<file path="src/rtl/sram_ctrl_pkg.sv">
// Shared types and encodings for the SRAM sequencer/arbiter.
package sram_ctrl_pkg;

    // Sequencer states: normal access runs SETUP -> PULSE -> RECOVER,
    // rejected requests take the single-cycle ERRRESP detour.
    typedef enum logic [2:0] {
        IDLE    = 3'd0,
        SETUP   = 3'd1,
        PULSE   = 3'd2,
        RECOVER = 3'd3,
        ERRRESP = 3'd4
    } state_e;

    // Port 1 access size encodings (2'b11 is illegal).
    localparam logic [1:0] SZ_BYTE = 2'b00;
    localparam logic [1:0] SZ_HALF = 2'b01;
    localparam logic [1:0] SZ_WORD = 2'b10;

    // Requester indices, also the encoding of the round-robin pointer.
    localparam logic PORT_IF = 1'b0;
    localparam logic PORT_D  = 1'b1;

endpackage

</file>
<file path="src/rtl/sram_byte_mask.sv">
// Byte-lane mask generation plus alignment and range checking for one access.
module sram_byte_mask
    import sram_ctrl_pkg::*;
#(
    parameter int DEPTH_WORDS = 128
) (
    input  logic [1:0]  size_i,
    input  logic [1:0]  addr_lo_i,
    input  logic [29:0] word_idx_i,
    output logic [3:0]  mask_o,
    output logic        misaligned_o,
    output logic        out_of_range_o
);

    // Lane mask and alignment follow directly from size and the low address bits.
    always_comb begin
        mask_o       = 4'b0000;
        misaligned_o = 1'b0;
        case (size_i)
            SZ_BYTE: mask_o = 4'b0001 << addr_lo_i;
            SZ_HALF: begin
                mask_o       = 4'b0011 << addr_lo_i;
                misaligned_o = addr_lo_i[0];
            end
            SZ_WORD: begin
                mask_o       = 4'b1111;
                misaligned_o = (addr_lo_i != 2'b00);
            end
            default: misaligned_o = 1'b1;
        endcase
    end

    assign out_of_range_o = (word_idx_i >= 30'(DEPTH_WORDS));

endmodule

</file>
<file path="src/rtl/sram_ctrl.sv">
// Two-port arbiter and setup/pulse/recover sequencer for a pulse-driven SRAM macro.
// Handshake: a requester holds req and its operands until it sees gnt; gnt is
// combinational and only high in IDLE, and the operands are taken on the clock
// edge that ends the gnt cycle. Each accepted request gets exactly one rvalid
// strobe (unless reset intervenes); rdata/err hold between strobes.
module sram_ctrl
    import sram_ctrl_pkg::*;
#(
    parameter int PULSE_CYCLES = 2,
    parameter int DEPTH_WORDS  = 128
) (
    input  logic        clk,
    input  logic        reset,
    input  logic        if_req,
    input  logic [31:0] if_addr,
    output logic        if_gnt,
    output logic        if_rvalid,
    output logic [31:0] if_rdata,
    output logic        if_err,
    input  logic        d_req,
    input  logic        d_we,
    input  logic [1:0]  d_size,
    input  logic [31:0] d_addr,
    input  logic [31:0] d_wdata,
    output logic        d_gnt,
    output logic        d_rvalid,
    output logic [31:0] d_rdata,
    output logic        d_err,
    output logic [6:0]  sram_addr,
    output logic [3:0]  sram_byte_sel,
    output logic [31:0] sram_wdata,
    output logic        sram_read_pulse,
    output logic        sram_write_pulse,
    input  logic        sram_done,
    input  logic [31:0] sram_rdata,
    output logic [2:0]  dbg_state
);

    state_e      state_q, state_d;
    logic        rr_last_q, rr_last_d;
    logic        port_q, port_d;
    logic        we_q, we_d;
    logic [6:0]  addr_q, addr_d;
    logic [3:0]  mask_q, mask_d;
    logic [31:0] wdata_q, wdata_d;
    logic [3:0]  cnt_q, cnt_d;
    logic        if_rvalid_q, if_rvalid_d;
    logic [31:0] if_rdata_q, if_rdata_d;
    logic        if_err_q, if_err_d;
    logic        d_rvalid_q, d_rvalid_d;
    logic [31:0] d_rdata_q, d_rdata_d;
    logic        d_err_q, d_err_d;

    logic        idle;
    logic        sel_port;
    logic [1:0]  sel_size;
    logic [31:0] sel_addr;
    logic [3:0]  sel_mask;
    logic        sel_misaligned;
    logic        sel_oor;

    // Round-robin grant: on a tie the port that did not win last time goes.
    assign idle   = (state_q == IDLE);
    assign if_gnt = !reset && idle && if_req && !(d_req && (rr_last_q == PORT_IF));
    assign d_gnt  = !reset && idle && d_req && !(if_req && (rr_last_q == PORT_D));

    // Operand mux; port 0 is always a full-word read.
    assign sel_port = d_gnt ? PORT_D : PORT_IF;
    assign sel_size = d_gnt ? d_size : SZ_WORD;
    assign sel_addr = d_gnt ? d_addr : if_addr;

    sram_byte_mask #(
        .DEPTH_WORDS(DEPTH_WORDS)
    ) u_mask (
        .size_i        (sel_size),
        .addr_lo_i     (sel_addr[1:0]),
        .word_idx_i    (sel_addr[31:2]),
        .mask_o        (sel_mask),
        .misaligned_o  (sel_misaligned),
        .out_of_range_o(sel_oor)
    );

    // Next-state, operand capture and response generation.
    always_comb begin
        state_d     = state_q;
        rr_last_d   = rr_last_q;
        port_d      = port_q;
        we_d        = we_q;
        addr_d      = addr_q;
        mask_d      = mask_q;
        wdata_d     = wdata_q;
        cnt_d       = cnt_q;
        if_rvalid_d = 1'b0;
        if_rdata_d  = if_rdata_q;
        if_err_d    = if_err_q;
        d_rvalid_d  = 1'b0;
        d_rdata_d   = d_rdata_q;
        d_err_d     = d_err_q;
        case (state_q)
            IDLE: begin
                if (if_gnt || d_gnt) begin
                    rr_last_d = sel_port;
                    port_d    = sel_port;
                    if (sel_misaligned || sel_oor) begin
                        // Rejected: answer next cycle without touching the macro.
                        state_d = ERRRESP;
                        if (sel_port == PORT_D) begin
                            d_rvalid_d = 1'b1;
                            d_rdata_d  = 32'h0;
                            d_err_d    = 1'b1;
                        end else begin
                            if_rvalid_d = 1'b1;
                            if_rdata_d  = 32'h0;
                            if_err_d    = 1'b1;
                        end
                    end else begin
                        state_d = SETUP;
                        we_d    = d_gnt && d_we;
                        addr_d  = sel_addr[8:2];
                        mask_d  = sel_mask;
                        wdata_d = d_gnt ? d_wdata : 32'h0;
                    end
                end
            end
            SETUP: begin
                state_d = PULSE;
                cnt_d   = 4'd0;
            end
            PULSE: begin
                if (cnt_q == 4'(PULSE_CYCLES - 1)) begin
                    // Last pulse cycle: sample completion and read data.
                    state_d = RECOVER;
                    if (port_q == PORT_D) begin
                        d_rvalid_d = 1'b1;
                        d_rdata_d  = we_q ? 32'h0 : sram_rdata;
                        d_err_d    = !sram_done;
                    end else begin
                        if_rvalid_d = 1'b1;
                        if_rdata_d  = we_q ? 32'h0 : sram_rdata;
                        if_err_d    = !sram_done;
                    end
                end else begin
                    cnt_d = cnt_q + 4'd1;
                end
            end
            RECOVER: state_d = IDLE;
            ERRRESP: state_d = IDLE;
            default: state_d = IDLE;
        endcase
    end

    // State and data registers; async reset kills any in-flight access.
    always_ff @(posedge clk or posedge reset) begin
        if (reset) begin
            state_q     <= IDLE;
            rr_last_q   <= PORT_IF;
            port_q      <= PORT_IF;
            we_q        <= 1'b0;
            addr_q      <= 7'd0;
            mask_q      <= 4'd0;
            wdata_q     <= 32'h0;
            cnt_q       <= 4'd0;
            if_rvalid_q <= 1'b0;
            if_rdata_q  <= 32'h0;
            if_err_q    <= 1'b0;
            d_rvalid_q  <= 1'b0;
            d_rdata_q   <= 32'h0;
            d_err_q     <= 1'b0;
        end else begin
            state_q     <= state_d;
            rr_last_q   <= rr_last_d;
            port_q      <= port_d;
            we_q        <= we_d;
            addr_q      <= addr_d;
            mask_q      <= mask_d;
            wdata_q     <= wdata_d;
            cnt_q       <= cnt_d;
            if_rvalid_q <= if_rvalid_d;
            if_rdata_q  <= if_rdata_d;
            if_err_q    <= if_err_d;
            d_rvalid_q  <= d_rvalid_d;
            d_rdata_q   <= d_rdata_d;
            d_err_q     <= d_err_d;
        end
    end

    // Macro bus comes straight from latched operands, so it cannot move mid-pulse.
    assign sram_addr        = addr_q;
    assign sram_byte_sel    = mask_q;
    assign sram_wdata       = wdata_q;
    assign sram_read_pulse  = (state_q == PULSE) && !we_q;
    assign sram_write_pulse = (state_q == PULSE) && we_q;

    assign if_rvalid = if_rvalid_q;
    assign if_rdata  = if_rdata_q;
    assign if_err    = if_err_q;
    assign d_rvalid  = d_rvalid_q;
    assign d_rdata   = d_rdata_q;
    assign d_err     = d_err_q;
    assign dbg_state = state_q;

endmodule

</file>
<file path="config.mk">
export PLATFORM = sky130hd
export DESIGN_NAME = sram_ctrl
export DESIGN_NICKNAME = d
export VERILOG_FILES = /design/src/rtl/sram_ctrl_pkg.sv /design/src/rtl/sram_byte_mask.sv /design/src/rtl/sram_ctrl.sv
export SDC_FILE = /design/constraint.sdc
export NUM_CORES = 1
export LEC_CHECK = 0
export BUFFER_PORTS_ARGS = -buffer_cell sky130_fd_sc_hd__buf_2
export CORE_MARGIN = 4
export CORE_UTILIZATION = 42
export DETAILED_ROUTE_END_ITERATION = 8
export GPL_ROUTABILITY_DRIVEN = 0
export PLACE_DENSITY = 0.76
export RECOVER_POWER = 50
export SETUP_SLACK_MARGIN = 0.5
export SYNTH_ARGS = -nofsm -noshare
export SYNTH_HDL_FRONTEND = slang
export SYNTH_SLANG_ARGS = --single-unit
</file>
<file path="constraint.sdc">
create_clock -name clk -period 4.5 [get_ports clk]
set_clock_uncertainty 0.1 [all_clocks]
set_input_delay 0.675 -clock clk [delete_from_list [all_inputs] [get_ports clk]]
set_output_delay 0.675 -clock clk [all_outputs]
set_load 0.02 [all_outputs]
</file>
==> summary.txt <==
Synth Cell Area - 5336 um^2
commonest non-fill, non-tap cell in the layout - buf_2
clk slew on worst S/H paths - 50 ps
Seq/Total Area, Yosys - 56.27%
Netlist cell types - 35
worst-path maximum fanout - 35
most frequent cells in the layout - buf_2 (138), dfrtp_1 (120), clkbuf_1 (117)
fmax - 315.9 MHz
Synth top area share - 56.27%
Cell Area, Placed - 6760 um^2
wire per inst - 16.20 um
failing checks - max-capacitance violations, max-slew violations
fin cells - 885
die area - 14570 um^2
RR Endpoint - sram_wdata[19]
area leader, netlist - dfrtp_1
final worst slack - 1335 ps
reg2reg start - dbg_state[1]
chip height - 120.7 um
drc violations - 0
share of layout cells above drive strength 1 - 35.98%
Rel. slew slack - -23.85%
Top Ports - 254
final worst-path cycle share - 70.34%
Setup CP Type - reg2reg
type of origin of the critical path - flip-flop
Clock Path Buffers - 2
DP Wirelength - 10.42 mm
unrepaired setup endpoints after global routing - false
R2R setup slack - 1330 ps
setup tns final - 0 ps
synthesized flop and latch total - 120
Worst VDD drop - 0.1940 mV
worst path required time - 4700 ps
Worst Max-Slew Pin Slew - 1858 ps
run status - complete, but fails checks
Synthesized Nets - 583
Flop pwr share - 40.2%
NetSw - 0.5584 mW
post-route cell area - 7217 um^2
cell-internal power - 2.149 mW
Post-CTS Resized - 0
Avg Cell Area, Syn - 11.99 um^2
FP Rows - 40
layout filler cell count - 1084
GRT Overall Usage - 19.66%
initial antenna violation count - 0
GRT Residual Overflow - 0
dpl ws - 1576 ps
switch share - 20.63%
Final Hold Violating Endpoints - 0
Core Area - 12210 um^2
Worst Setup SP - dbg_state[1]
placed cell count - 853
worst-case reg-to-reg path depth - 6
Antenna Diode Count - 0
worst hold path class - in2async
Detailed Route Iter0 Violations - 283
clock sinks - 120
H-tree levels - 4
Power Density - 375.2 nW/um^2
vias - 4269
vias in the first global route - 4481
cts bufs inserted - 17
IO buf count - 253
antenna viol nets, final - 0
Gate power share - 5.7%
nets@finish - 842
root buf cell - clkbuf_16
largest cells by area after synthesis - dfrtp_1 (56%), mux2_2 (11%), mux2_4 (8.2%), o21ai_0 (3.8%), and2_1 (3.8%)
clock latency on the worst-skew pair - 400 ps
CTS tree - built
Starting Density - 43.70%
Cells after Synth - 445
die span in x - 120.7 um
Max-Cap Viols - 2
clock power share - 54.0%
Worst setup EP type - flip-flop
Synth-to-Final Area Change - 35.24%
Tmin final - 3165 ps
global-route wire length before repair - 22.61 mm
largest net degree at the start of global routing - 76
yosys warns - 0
Final Slew Violations - 112
cts hold-fix bufs - 0
drt first pass iters - 4
final setup vio count - 0
Post-CTS Setup Inserts - 0
vias per cell - 4.824
Total Routed Length - 14.33 mm
CP endpoint - sram_wdata[19]
Leak Pwr - 3.618 nW
Util after Layout - 59.10%
Arr. time, crit path - 3370 ps
-- how the worst min path moves through the flow --
stage / startpoint / endpoint / slack, ps / depth (start not counted)
floorplan: cnt_q[3] / cnt_q[3] / 400 / 2
global placement: if_rdata[7] / if_rdata[7] / 360 / 1
detailed placement: if_rdata[31] / if_rdata[31] / 370 / 1
CTS: d_wdata[2] / sram_wdata[2] / 360 / 3
global route: d_wdata[9] / sram_wdata[9] / 370 / 3
finish: reset / sram_wdata[0] / 380 / 3
-- Yosys cell counts, drive strengths merged --
cell type / count
buf: 10
or3b: 1
nand4: 4
a21oi: 6
nand2: 44
nor2b: 1
nand3: 6
o32a: 1
nor2: 13
mux2: 85
dfrtp: 120
a211oi: 1
o21ai: 42
and2: 32
nand2b: 1
nor4: 10
o2111a: 1
a41oi: 1
o31ai: 3
o211ai: 1
inv: 39
xor2: 1
nor3: 6
a21o: 2
xnor2: 2
clkbuf: 10
ha: 2
-- final cells by class --
| class | instances | area [um^2] | share of cell area, % |
|---|---|---|---|
| Timing Repair Buffer | 260 | 1169 | 16.19 |
| Multi-Input combinational cell | 266 | 2041 | 28.28 |
| Tap cell | 168 | 210.2 | 2.913 |
| Inverter | 39 | 150.1 | 2.080 |
| Clock buffer | 19 | 442.9 | 6.137 |
| Clock inverter | 13 | 201.4 | 2.791 |
| Sequential cell | 120 | 3003 | 41.61 |
-- power by group through the flow --
stage                     Combinational (mW)  Sequential (mW)  Clock, mW
after floorplan                       0.0784             1.11          0
after global placement                 0.156             1.11          0
after detailed placement               0.159             1.11          0
after CTS                              0.160             1.09       1.49
after global routing                   0.171             1.09       1.56
final                                  0.155             1.09       1.46
-- stage by stage --
stage	power (mW)	hold slack, ps
2_1_floorplan	1.188	404.7
3_3_place_gp	1.263	362.5
3_5_place_dp	1.267	369.3
4_1_cts	2.744	355.1
5_1_grt	2.818	367.6
6_report	2.708	375.1
-- per-layer routing --
metal,track usage (%),vias to the layer above,wire (um)
li1,-,2028,-
met5,0,-,0
met1,25.63,2040,6250
met3,5.426,18,1040
met2,31.68,183,6811
met4,6.728,0,231
-- cells by family after synthesis --
logic type	after synthesis	share of synthesized area (%)
buffers and inverters	59	4.924
XOR/XNOR	3	0.4925
AND/OR/NAND/NOR	118	11.68
AO/OA/AOI/OAI	58	6.190
adder cells (fa/ha/maj)	2	0.4689
flip-flops	120	56.27
multiplexers	85	19.98
-- registers in the layout, summed over array words and instances, names as in the netlist --
name / flops
cnt_q: 4
dbg_state: 3
sram_byte_sel: 4
if_rdata: 32
d_rvalid: 1
we_q: 1
d_err: 1
if_err: 1
port_q: 1
sram_addr: 7
sram_wdata: 32
d_rdata: 32
if_rvalid: 1
-- critical path, stage by stage, from the launching register on --
cell,delay [ps]
dfrtp_1,520
nor3_1,480
nand4_2,170
nor3_1,300
clkbuf_1,1200
nand2_1,130
o21ai_0,160
Note: power is estimated with default switching activity, not from simulation.
